## config.mk

```make
export PLATFORM = sky130hd
export DESIGN_NAME = reg_write_arbiter
export DESIGN_NICKNAME = d
export VERILOG_FILES = /design/src/rtl/reg_write_arbiter.sv
export SDC_FILE = /design/constraint.sdc
export NUM_CORES = 1
export LEC_CHECK = 0
export ABC_CLOCK_PERIOD_IN_PS = 3300
export BUFFER_PORTS_ARGS = -buffer_cell sky130_fd_sc_hd__buf_2
export CAP_MARGIN = 5
export CORE_UTILIZATION = 43
export DETAILED_ROUTE_END_ITERATION = 10
export MAX_ROUTING_LAYER = met4
export PLACE_DENSITY_LB_ADDON = 0.25
export SETUP_SLACK_MARGIN = 0.05
export SLEW_MARGIN = 10
export SYNTH_ARGS = -nofsm -noshare
export SYNTH_HDL_FRONTEND = slang
export SYNTH_SLANG_ARGS = --single-unit
```

## constraint.sdc

```tcl
create_clock -name clk -period 3.3 [get_ports clk]
set_clock_uncertainty 0.1 [all_clocks]
set_input_delay 0.165 -clock clk [delete_from_list [all_inputs] [get_ports clk]]
set_output_delay 0.165 -clock clk [all_outputs]
set_load 0.02 [all_outputs]
```

## src/rtl/reg_write_arbiter.sv

```systemverilog
`default_nettype none
// ============================================================================
// Module   : reg_write_arbiter
// Brief    : Round-robin arbiter that gives four requesters write access to
//            one shared N-bit register. It selects one winner per clock edge
//            and writes the winner's data with a latency of one edge.
//            Optional owner-lock feature: define REG_WRITE_ARBITER_LOCK_EN to
//            add the 'lock' input.
// Revision : 1.0 - initial release
// ============================================================================
module reg_write_arbiter #(
  parameter  int N         = 32,
  localparam int REQ_COUNT = 4
) (
  input  logic                   clk,
  input  logic                   reset,
  input  logic [REQ_COUNT-1:0]   req,
  input  logic [REQ_COUNT*N-1:0] data_i,
`ifdef REG_WRITE_ARBITER_LOCK_EN
  input  logic                   lock,
`endif
  output logic [REQ_COUNT-1:0]   grant,
  output logic [N-1:0]           q,
  output logic                   q_valid,
  output logic [1:0]             owner
);

  logic [1:0]           ptr_q,     ptr_d;
  logic [N-1:0]         q_q,       q_d;
  logic [REQ_COUNT-1:0] grant_q,   grant_d;
  logic                 q_valid_q, q_valid_d;
  logic [1:0]           owner_q,   owner_d;

  logic [1:0]           w_rr_winner;
  logic [1:0]           w_winner;
  logic                 w_locked;

  // Round-robin search: the first requester at or above ptr, modulo 4.
  always_comb begin
    w_rr_winner = ptr_q;
    for (int k = REQ_COUNT - 1; k >= 0; k--) begin
      // Walk the offsets backwards so that the lowest offset is written last and wins.
      if (req[ptr_q + 2'(k)]) begin
        w_rr_winner = ptr_q + 2'(k);
      end
    end
  end

  // The owner lock takes priority over round-robin while the owner keeps requesting.
`ifdef REG_WRITE_ARBITER_LOCK_EN
  assign w_locked = lock & req[owner_q];
`else
  assign w_locked = 1'b0;
`endif

  assign w_winner = w_locked ? owner_q : w_rr_winner;

  // Next-state computation: write the winner's data, or hold and clear the strobes.
  always_comb begin
    ptr_d     = ptr_q;
    q_d       = q_q;
    owner_d   = owner_q;
    grant_d   = '0;
    q_valid_d = 1'b0;
    if (req != '0) begin
      q_d       = data_i[int'(w_winner)*N +: N];
      owner_d   = w_winner;
      q_valid_d = 1'b1;
      grant_d   = REQ_COUNT'(1) << w_winner;
      // A locked write leaves the rotation where it was.
      if (!w_locked) begin
        ptr_d = w_winner + 2'd1;
      end
    end
  end

  // State register with synchronous active-low reset.
  always_ff @(posedge clk) begin
    if (!reset) begin
      ptr_q     <= '0;
      q_q       <= '0;
      grant_q   <= '0;
      q_valid_q <= 1'b0;
      owner_q   <= '0;
    end else begin
      ptr_q     <= ptr_d;
      q_q       <= q_d;
      grant_q   <= grant_d;
      q_valid_q <= q_valid_d;
      owner_q   <= owner_d;
    end
  end

  assign grant   = grant_q;
  assign q       = q_q;
  assign q_valid = q_valid_q;
  assign owner   = owner_q;

endmodule
`default_nettype wire

```

# == Word level (Yosys, flattened, before mapping) ==
# Index checks and enable logic that the tools add are counted.
# classes
addsub,4
magnitude_cmp,4
shifts,2
mux,13
reduce_logical,2
# ops
op,n
$shiftx 128x8->32,1
$lt 2x3->1 const B,4
$bmux 1 s2,4
$mux 2,4
$mux 1,5
$add 2x1->2 const B,2
$add 2x2->2 const B,2
$reduce_bool 4->1,1
$shl 1x2->4 const A,1
$reduce_and 2->1,1
# totals
register_bits,41
in_bits,134
word_cells,30

# == Depth between registers and ports, before layout ==
# Gate-level depths: netlist (run 1).
# logic_depth
word_depth,8
ltp_mapped,7
depth_no_buf,5

# == Worst setup path after synthesis (run 1) ==
# OpenSTA, ideal clock, no wires.
# synth_path
path_kind,register to register
start,register ptr_q[1]
end,"register q_q[18], in the netlist q[18]"
arrival_ns,1.440
required_time_ns,3.072
path_slack_ns,1.632
stages_incl_launch_ff,8
path_cell_list,dfxtp_1 inv_1 a2bb2oi_1 o221a_2 buf_2 clkbuf_4 mux2i_1 o221ai_2
# synth_via
elab_chain_cells,8
word_cells_on_any_way,16
# synth_rtl
item,line,source
"start, declared",28,"logic [1:0] ptr_q, ptr_d;"
"start signal, assigned",86,ptr_q <= ptr_d;
$add 2x2->2,"43, 44",
$bmux 1 s2,43,if (req[ptr_q + 2'(k)]) begin
$mux 1 (not written as such),43,
$mux 2 (3 in a row),43,
$mux 2 *,43,
$shiftx 128x8->32 *,66,q_d = data_i[int'(w_winner)*N +: N];
"end signal, assigned",87,q_q <= q_d;
"end, declared",29,"logic [N-1:0] q_q, q_d;"
# Mark *: on every way between the ends. The rest lies on a longest branch, timed or not. The select of a mux whose other input is x is not followed.
# A chain may end at the register's enable or synchronous reset.

# == Worst setup path in the final report (run 1) ==
# layout_path
start,register ptr_q[1]
end,"register q_q[30], in the netlist q[30]"
# The elaborated chain is that of the path after synthesis.

==> results.py, run 1 <==
metrics = {
    "status": {
        "status": "complete, no violations",
    },
    "yosys": {
        "synth-edff-count": 0,
        "ys_ff_latch": 41,
        "syn_avg_cell_area_um2": 10.4,
        "syn_inst": 222,
        "yosysSeqAreaShare_pct": 35.7,
        "synth_area_mm2": 0.00230,
        "yosysUniqueCellTypes": 29,
        "yosysWarnings": 0,
        "synth_nets": 356,
        "synthArstFlopShare_pct": 0,
        "synth_flop_cell": "dfxtp_1",
    },
    "worst_setup_path": {
        "cp-startpoint": "ptr_q[1]",
        "endpoint_kind": "flip-flop",
        "path_class": "flip-flop to flip-flop",
        "rr_endpoint": "q[30]",
        "r2r_slack_ps": 1040,
        "start_kind": "flip-flop",
        "timing.rr.start": "ptr_q[1]",
        "worstPathArrival_ps": 2310,
        "worstPathMaxFanout": 39,
        "r2r_cells": 6,
        "cp_data_required_time_ps": 3350,
    },
    "layout": {
        "nets": 520,
        "layout-drive-gt1-share_pct": 51.2,
        "final_common_cell": "buf_2",
        "final_area_mm2": 0.00327,
        "area_delta_synth_final_pct": 42.0,
        "diodes": 0,
        "nFillCells": 435,
        "layout_common_cells": "buf_2 (172), mux2i_1 (65), dfxtp_1 (41), nand2_1 (32), o221ai_1 (21)",
    },
    "global_routing": {
        "grtUsageTotal_pct": 21.5,
        "grt_max_degree": 40,
        "overflow": 0,
        "grt_pass1_wl_um": 8910,
        "first_global_vias": 2053,
        "antenna_found_initial": 0,
    },
    "clock_network": {
        "numCtsBuffers": 5,
        "clock-root-buffer": "clkbuf_8",
        "cts_setup_buffers": 0,
        "cts_resized": 0,
        "cts_sinks": 41,
        "cts_tree": "yes",
        "cts-hold-fix-buffers": 0,
        "clockBufferDepth": 2,
        "path_clk_slew_ps": 80,
        "worstSkewPairLatency_ps": 290,
        "htree_levels": 2,
    },
    "sta": {
        "maxSlewHeadroom_pct": 57.0,
        "hold_violations": 0,
        "fmax_ghz": 0.442,
        "period_share_pct": 68.5,
        "period_minus_slack_ps": 2260,
        "setup_violations": 0,
        "slew_viol_final": 0,
        "tns_ps": 0,
        "worst_pin_slew_ps": 640,
        "rsz0062_at_grt": "no",
    },
    "place": {
        "routabilityCongestion": 0.790,
        "dpl.hpwl_um": 4640,
        "port_buffers": 172,
        "place_area_mm2": 0.00315,
    },
    "min_path": {
        "min_from": "reset",
        "worstHoldPathCells": 3,
        "hp-class": "input pin to flip-flop",
        "holdPathEnd": "ptr_q[0]",
    },
    "routing": {
        "dr.pass1.iters": 4,
        "wl_per_cell_um": 13.6,
        "drt-initial-drc-count": 91,
        "drc_errors": 0,
        "vias": 2326,
        "vias_per_cell": 5.09,
        "ant_nets": 0,
        "wl_um": 6210,
    },
    "floorplan": {
        "fp.dieW_um": 75.2,
        "design.die.area_mm2": 0.00565,
        "start_util_pct": 44.8,
        "rows": 26,
        "coreArea_mm2": 0.00514,
        "ioPinCount": 173,
        "die_y_um": 75.2,
    },
    "power": {
        "ir_drop_mv": 0.331,
        "powerDensity_mw_per_mm2": 508,
        "p_leak_nw": 1.65,
    },
    "job": {
        "cap_viol_max_count": 0,
    },
}
per-layer routing:
layer / share of wire (%) / up-vias / wire length (um) / global-route usage, %
met5: 0 / - / 0 / -
met4: 1.3 / 0 / 83 / 7.41
met3: 7.0 / 12 / 435 / 4.82
met2: 50 / 105 / 3100 / 39.4
met1: 42 / 1039 / 2600 / 22.6
li1: - / 1170 / - / -
where the power goes:
part / leakage, nW / total [mW] / switching (mW) / internal [mW]
Sequential: 0.341 / 0.617 / 0.0387 / 0.578
Combinational: 1.25 / 0.626 / 0.347 / 0.279
Clock: 0.0585 / 0.418 / 0.171 / 0.247
worst max-delay path: stages, from the launching register on:
cell,delay (ps)
dfxtp_1,370
inv_1,80
a2bb2oi_1,180
o221a_4,640
buf_12,330
mux2i_1,280
o221ai_2,130
synth_stat cells (2+ instances only):
master | instances | share of area [%]
nand2_1 | 32 | 5.2
nor2b_1 | 2 | 0.54
o221ai_1 | 21 | 8.0
mux2i_1 | 65 | 28
buf_6 | 6 | 2.9
nor2_1 | 6 | 0.98
dfxtp_1 | 41 | 36
inv_1 | 3 | 0.49
o21ai_0 | 2 | 0.44
clkbuf_4 | 5 | 1.6
and3_1 | 3 | 0.82
buf_2 | 6 | 1.3
o221ai_2 | 11 | 7.2
nor3_1 | 2 | 0.44
a21oi_1 | 3 | 0.65
how the worst max path moves through the flow:
stage | end
after CTS | q[30]
after global routing | q[6]
after detailed placement | q[30]
after global placement | q[0]
final | q[30]
after floorplan | q[18]
stage by stage:
stage	hold WS [ps]	cells	total power [mW]	util [%]	worst slack [ps]
floorplan	203	222	1.07	-	1630
global placement	338	449	1.25	61.3	1140
detailed placement	345	449	1.26	61.3	1030
CTS	41.8	457	1.68	63.6	1030
global route	68.1	457	1.75	63.6	872
finish	50.6	457	1.66	63.6	1040
flip-flops by register name (all words and copies together) (netlist names):
register,flops
grant,4
owner,2
ptr_q,2
q,32
q_valid,1
cell families (layout without fill, tap and decap cells):
logic type | count (synthesis) | in the layout | share of synthesized area [%]
flip-flops | 41 | 41 | 35.7
buffers and inverters | 21 | 186 | 6.69
multiplexers | 65 | 65 | 28.3
AND/OR/NAND/NOR | 51 | 51 | 10.7
AO/OA/AOI/OAI | 44 | 44 | 18.7
final cells by class:
class / count / area [um2] / area share, %
Tap cell: 70 / 87.6 / 2.68
Clock inverter: 1 / 30.0 / 0.919
Sequential cell: 41 / 821 / 25.1
Inverter: 3 / 11.3 / 0.345
Multi-Input combinational cell: 160 / 1340 / 40.9
Clock buffer: 7 / 86.3 / 2.64
Timing Repair Buffer: 175 / 896 / 27.4
Power figures use the tool's default switching activity.
==> run 2, diff against run 1 <==
--- a/config.mk
+++ b/config.mk
@@ -5,7 +5,8 @@
 export SDC_FILE = /design/constraint.sdc
 export NUM_CORES = 1
 export LEC_CHECK = 0
-export ABC_CLOCK_PERIOD_IN_PS = 3300
+export ABC_AREA = 1
+export ABC_CLOCK_PERIOD_IN_PS = 2200
 export BUFFER_PORTS_ARGS = -buffer_cell sky130_fd_sc_hd__buf_2
 export CAP_MARGIN = 5
 export CORE_UTILIZATION = 43
==> constraint.sdc (replaced) <==
create_clock -name clk -period 2.2 [get_ports clk]
set_clock_uncertainty 0.1 [all_clocks]
set_input_delay 0.11 -clock clk [delete_from_list [all_inputs] [get_ports clk]]
set_output_delay 0.11 -clock clk [all_outputs]
set_load 0.02 [all_outputs]
==> run 2 against run 1 <==
Compared with the run above:
- first-iteration DRC count is 110% higher
- clock power grew 52%
- hold slack worse by 33 ps
- cell count grew 50%
- non-clock buffer count up 13
- utilization is 0.51 points lower
- maximum frequency rose by 14%
- power grew to 3.9 times the previous value
- flip-flop and latch count unchanged
- routed wire length increased by 42%
- largest power group unchanged
==> results.py, run 2 <==
metrics = {
    "routing": {
        "top_layer": "met4",
        "vias": 3625,
        "drc_errors": 0,
        "drt-initial-drc-count": 189,
        "wl_per_cell_um": 12.9,
        "met3_length_um": 812,
        "vias_per_cell": 5.28,
        "met2WireLength_um": 4240,
        "wl_um": 8820,
        "wl_met1_um": 3570,
        "ant_nets": 0,
        "dr.pass1.iters": 5,
    },
    "yosys": {
        "ys_ff_latch": 41,
        "netlist_top_cells_count": "nand2_1 (167), nand3_1 (163), dfxtp_1 (41), buf_2 (19), inv_1 (18)",
        "synthArstFlopShare_pct": 0,
        "synth_area_mm2": 0.00266,
        "synth_nets": 581,
        "synth_flop_cell": "dfxtp_1",
        "syn_inst": 447,
        "synth_top_area_share_pct": 30.8,
        "synth-edff-count": 0,
        "syn_avg_cell_area_um2": 5.96,
        "synth_area_leaders": "dfxtp_1 (31%), nand3_1 (31%), nand2_1 (24%), buf_2 (3.6%), inv_1 (2.5%)",
        "yosysSeqAreaShare_pct": 30.8,
        "synth_most_common_cell": "nand2_1",
        "yosysUniqueCellTypes": 18,
        "yosysWarnings": 0,
        "synth_largest_area_cell": "dfxtp_1",
    },
    "sta": {
        "worst_pin_slew_ps": 778,
        "period_minus_slack_ps": 1990,
        "setup_violations": 0,
        "tns_ps": 0,
        "maxSlewHeadroom_pct": 48.1,
        "hold_violations": 0,
        "period_share_pct": 90.4,
        "rsz0062_at_grt": "no",
        "slew_viol_final": 0,
        "fmax_ghz": 0.503,
        "fin_worst_hold_slack_ps": 18.0,
    },
    "place": {
        "post-place-cells": 676,
        "dpl.hpwl_um": 6360,
        "place_area_mm2": 0.00358,
        "routabilityCongestion": 0.890,
        "port_buffers": 172,
    },
    "status": {
        "status": "complete, no violations",
    },
    "power": {
        "p_leak_nw": 2.15,
        "powerDensity_mw_per_mm2": 1720,
        "ir_drop_mv": 1.02,
        "power_mw": 6.46,
    },
    "layout": {
        "largest_reg_flops": 32,
        "layout-drive-gt1-share_pct": 34.7,
        "nFillCells": 577,
        "diodes": 0,
        "stdcell_count": 686,
        "final_common_cell": "buf_2",
        "layout_common_cells": "buf_2 (172), nand2_1 (167), nand3_1 (163), dfxtp_1 (39), inv_1 (18)",
        "area_delta_synth_final_pct": 41.0,
        "final_area_mm2": 0.00375,
        "nets": 744,
    },
    "global_routing": {
        "first_global_vias": 3126,
        "grt_pass1_wl_um": 13700,
        "overflow": 0,
        "antenna_found_initial": 0,
        "grtUsageTotal_pct": 27.5,
        "grt_max_degree": 63,
    },
    "floorplan": {
        "die_y_um": 80.7,
        "design.die.area_mm2": 0.00651,
        "start_util_pct": 44.7,
        "coreArea_mm2": 0.00596,
        "ioPinCount": 173,
        "rows": 28,
        "fp.dieW_um": 80.7,
    },
    "worst_setup_path": {
        "critical_path.cell_chain": "inv_4 > nand2_1 > nand3_1 > nand2_1 > inv_2 > nand2_1 > nand2_2 > nand2_2 > nand2_4 > buf_4 > nand3_1 > nand3_1 > nand3_1 > nand2_1",
        "cp_data_required_time_ps": 2340,
        "cpPeakStageDelay_ps": 390,
        "slowest_stage": "dfxtp_4",
        "endpoint_kind": "flip-flop",
        "r2r_slack_ps": 210,
        "cpLargestDelayFamily": "simple AND/OR/NAND/NOR gates",
        "path_buf_inv": 3,
        "worstPathArrival_ps": 2130,
        "path_class": "flip-flop to flip-flop",
        "worstPathMaxFanout": 26,
        "start_kind": "flip-flop",
    },
    "job": {
        "cap_viol_max_count": 0,
    },
    "clock_network": {
        "cts_sinks": 41,
        "cts_tree": "yes",
        "numCtsBuffers": 5,
        "clockBufferDepth": 2,
        "worstSkewPairLatency_ps": 290,
        "clock-root-buffer": "clkbuf_8",
        "htree_levels": 2,
        "path_clk_slew_ps": 80,
    },
    "min_path": {
        "hp-class": "input pin to flip-flop",
    },
}
-- run 2: per-layer routing --
layer	GRT usage, %	up-vias
met5	-	-
li1	-	1789
met3	5.57	23
met4	10.2	0
met1	31.8	1607
met2	46.7	206
-- run 2: final timing paths --
kind	startpoint	end	cells after the start
worst min register to register	q[14]	q[14]	2
worst max-delay path	ptr_q[0]	q[22]	14
worst min-delay path	data_i[93]	q[29]	5
worst max register to register	ptr_q[0]	q[22]	14
-- run 2: what timing repair did --
action                                 in CTS  in global routing
gates cloned                                0                  1
gates resized for setup                     1                  6
hold buffers                                1                  0
setup endpoints to repair                  16                 26
setup buffers                               0                  0
endpoints found under the hold margin       2                  0
-- run 2: cell type report --
type                       count  area (um2)  share of cell area [%]
clock buffer                   7        86.3                    2.30
tap                           75        93.8                    2.50
sequential                    41         826                    22.0
multi-input combinational    348        1580                    42.1
timing repair buffer         188        1040                    27.6
clock inverter                 1        30.0                   0.800
inverter                      26         100                    2.67
-- run 2: metrics by stage --
| stage | utilization [%] | setup slack (ps) |
|---|---|---|
| after global routing | 63.0 | 69.2 |
| final | 63.0 | 212 |
| after floorplan | - | 432 |
| after global placement | 60.1 | 155 |
| after CTS | 62.2 | 157 |
| after detailed placement | 60.1 | 75.6 |
-- run 2: report_power, final --
| part | internal, mW | switching, mW |
|---|---|---|
| Combinational | 1.66 | 2.92 |
| Sequential | 1.07 | 0.175 |
| Clock | 0.370 | 0.264 |
-- run 2: worst register-to-register path, stage by stage, from the launching register on --
cell and delay [ps]:
dfxtp_4 390, inv_4 110, nand2_1 80, nand3_1 100
nand2_1 100, inv_2 60, nand2_1 50, nand2_2 90
nand2_2 70, nand2_4 100, buf_4 290, nand3_1 120
nand3_1 100, nand3_1 80, nand2_1 90
-- run 2: cell families (layout without fill, tap and decap cells) --
kind of cell	Yosys count	after routing	synth area share, %
AND/OR/NAND/NOR	344	344	58.1
buffers and inverters	58	222	10.3
flip-flops	41	41	30.8
AO/OA/AOI/OAI	4	4	0.799
==> run 3, diff against run 2 <==
--- a/config.mk
+++ b/config.mk
@@ -9,10 +9,11 @@
 export ABC_CLOCK_PERIOD_IN_PS = 2200
 export BUFFER_PORTS_ARGS = -buffer_cell sky130_fd_sc_hd__buf_2
 export CAP_MARGIN = 5
-export CORE_UTILIZATION = 43
+export CORE_UTILIZATION = 44
+export CTS_BUF_LIST = sky130_fd_sc_hd__clkbuf_8
 export DETAILED_ROUTE_END_ITERATION = 10
 export MAX_ROUTING_LAYER = met4
-export PLACE_DENSITY_LB_ADDON = 0.25
+export PLACE_DENSITY = 0.9
 export SETUP_SLACK_MARGIN = 0.05
 export SLEW_MARGIN = 10
 export SYNTH_ARGS = -nofsm -noshare
==> run 3 against run 2 <==
Compared with the run above:
- power decreased by 2.3%
- maximum frequency is 0.81% higher
- critical path type unchanged
- critical path depth is 1 higher
- sequential power barely moved
- sequential share of layout area grew 0.17 points
- cell count down 0.58%
- flip-flop and latch count did not move
- largest power group unchanged
- register-to-register slack better by 20 ps
==> results.py, run 3 (synthesized netlist as in run 2, its figures left out) <==
metrics = {
    "clock_network": {
        "htree_levels": 2,
        "cts_tree": "yes",
        "worstSkewPairLatency_ps": 280,
        "clockBufferDepth": 2,
        "numCtsBuffers": 5,
        "clock-root-buffer": "clkbuf_8",
        "path_clk_slew_ps": 80,
        "cts_sinks": 41,
        "cts_setup_buffers": 0,
    },
    "worst_setup_path": {
        "critical_path.cell_chain": "inv_4 > nand2_1 > nand2_1 > nand2_1 > nand2_1 > inv_2 > nand3_1 > nand2_1 > nand2_1 > buf_4 > nor2_1 > nand3_1 > nand3_1 > nand2_1 > inv_1",
        "endpoint_kind": "flip-flop",
        "cpPeakStageDelay_ps": 420,
        "path_class": "flip-flop to flip-flop",
        "path_buf_inv": 4,
        "start_kind": "flip-flop",
        "cp_common_cell": "nand2_1",
        "worstPathMaxFanout": 15,
        "worstPathArrival_ps": 2110,
        "slowest_stage": "dfxtp_4",
        "cp_data_required_time_ps": 2340,
        "cpLargestDelayFamily": "simple AND/OR/NAND/NOR gates",
    },
    "sta": {
        "maxSlewHeadroom_pct": 48.8,
        "fin_worst_hold_slack_ps": 43.6,
        "period_share_pct": 89.6,
        "slew_viol_final": 0,
        "tns_ps": 0,
        "rsz0062_at_grt": "no",
        "hold_violations": 0,
        "setup_violations": 0,
        "period_minus_slack_ps": 1970,
        "worst_pin_slew_ps": 767,
        "fmax_ghz": 0.507,
    },
    "power": {
        "p_leak_nw": 2.14,
        "p_seq_share_pct": 19.8,
        "swShare_pct": 52.2,
        "clkPwrFrac_pct": 9.7,
        "power_switching_mw": 3.29,
        "ir_drop_mv": 1.24,
        "powerDensity_mw_per_mm2": 1690,
        "pwr-share-comb_pct": 70.5,
        "p_int_mw": 3.01,
    },
    "layout": {
        "area_delta_synth_final_pct": 39.9,
        "final_common_cell": "buf_2",
        "stdcell_count": 682,
        "diodes": 0,
        "nFillCells": 549,
        "nets": 743,
        "layout_common_cells": "buf_2 (172), nand2_1 (167), nand3_1 (163), dfxtp_1 (39), inv_1 (19)",
        "largest_reg_flops": 32,
        "layout-drive-gt1-share_pct": 34.6,
    },
    "place": {
        "dpl.hpwl_um": 6630,
        "port_buffers": 172,
        "routabilityCongestion": 0.796,
        "post-place-cells": 673,
    },
    "floorplan": {
        "ioPinCount": 173,
        "fp.dieW_um": 79.8,
        "rows": 27,
        "design.die.area_mm2": 0.00637,
        "start_util_pct": 46.9,
        "die_y_um": 79.8,
        "coreArea_mm2": 0.00568,
    },
    "global_routing": {
        "overflow": 0,
        "grtUsageTotal_pct": 27.5,
        "grt_max_degree": 41,
        "first_global_vias": 3221,
        "antenna_found_initial": 0,
        "grt_pass1_wl_um": 13600,
    },
    "routing": {
        "wl_um": 8670,
        "drc_errors": 0,
        "drt-initial-drc-count": 210,
        "ant_nets": 0,
        "wl_per_cell_um": 12.7,
        "dr.pass1.iters": 6,
        "vias_per_cell": 5.30,
        "vias": 3616,
    },
    "status": {
        "status": "complete, no violations",
    },
    "job": {
        "cap_viol_max_count": 0,
    },
    "min_path": {
        "hp-class": "input pin to flip-flop",
    },
}
[run 3: final cells by class]
cell class / instances / area, um2 / area share (%)
tap: 72 / 90.1 / 2.42
sequential: 41 / 826 / 22.2
clock buffer: 6 / 82.6 / 2.22
multi-input combinational: 348 / 1570 / 42.2
inverter: 26 / 100 / 2.69
clock inverter: 2 / 33.8 / 0.907
timing repair buffer: 187 / 1020 / 27.4
[run 3: worst min-delay path: stages]
cell and delay [ps]:
buf_2 80, nand2_1 40, nand3_1 60, nand3_1 60, nand2_1 50
[run 3: worst paths after layout]
| kind | start | to | slack [ps] | cells after the start |
|---|---|---|---|---|
| worst max-delay path | ptr_q[0] | q[28] | 230 | 15 |
| worst max register to register | ptr_q[0] | q[28] | 230 | 15 |
| worst min-delay path | data_i[106] | q[10] | 40 | 5 |
| worst min register to register | owner[1] | owner[1] | 350 | 2 |
[run 3: routing by layer]
metal	GRT usage [%]	wire length [um]	vias to the layer above
met5	-	0	-
li1	-	-	1787
met1	30.4	3450	1642
met3	3.54	613	10
met2	52.1	4520	177
met4	6.43	79	0
[run 3: power by group through the flow]
stage / logic (mW) / clock network (mW) / registers [mW]
2_1_floorplan: 2.97 / 0 / 1.57
3_3_place_gp: 4.21 / 0 / 1.24
3_5_place_dp: 4.38 / 0 / 1.25
4_1_cts: 4.39 / 0.624 / 1.24
5_1_grt: 4.93 / 0.656 / 1.28
6_report: 4.45 / 0.611 / 1.25
[run 3: metrics by stage]
stage          power [mW]  area (um2)  util [%]  setup WS (ps)
2_1_floorplan        4.54        2660         -            432
3_3_place_gp         5.45        3590      63.2            183
3_5_place_dp         5.63        3590      63.2           68.1
4_1_cts              6.25        3710      65.5            180
5_1_grt              6.87        3730      65.7           50.2
6_report             6.31        3730      65.7            228
[run 3: what timing repair did]
action                                  4_1_cts  5_1_grt
endpoints found under the hold margin         2        0
cloned                                        0        0
endpoints found under the setup margin        1       18
hold buffers                                  1        0
resized for setup                             1        4
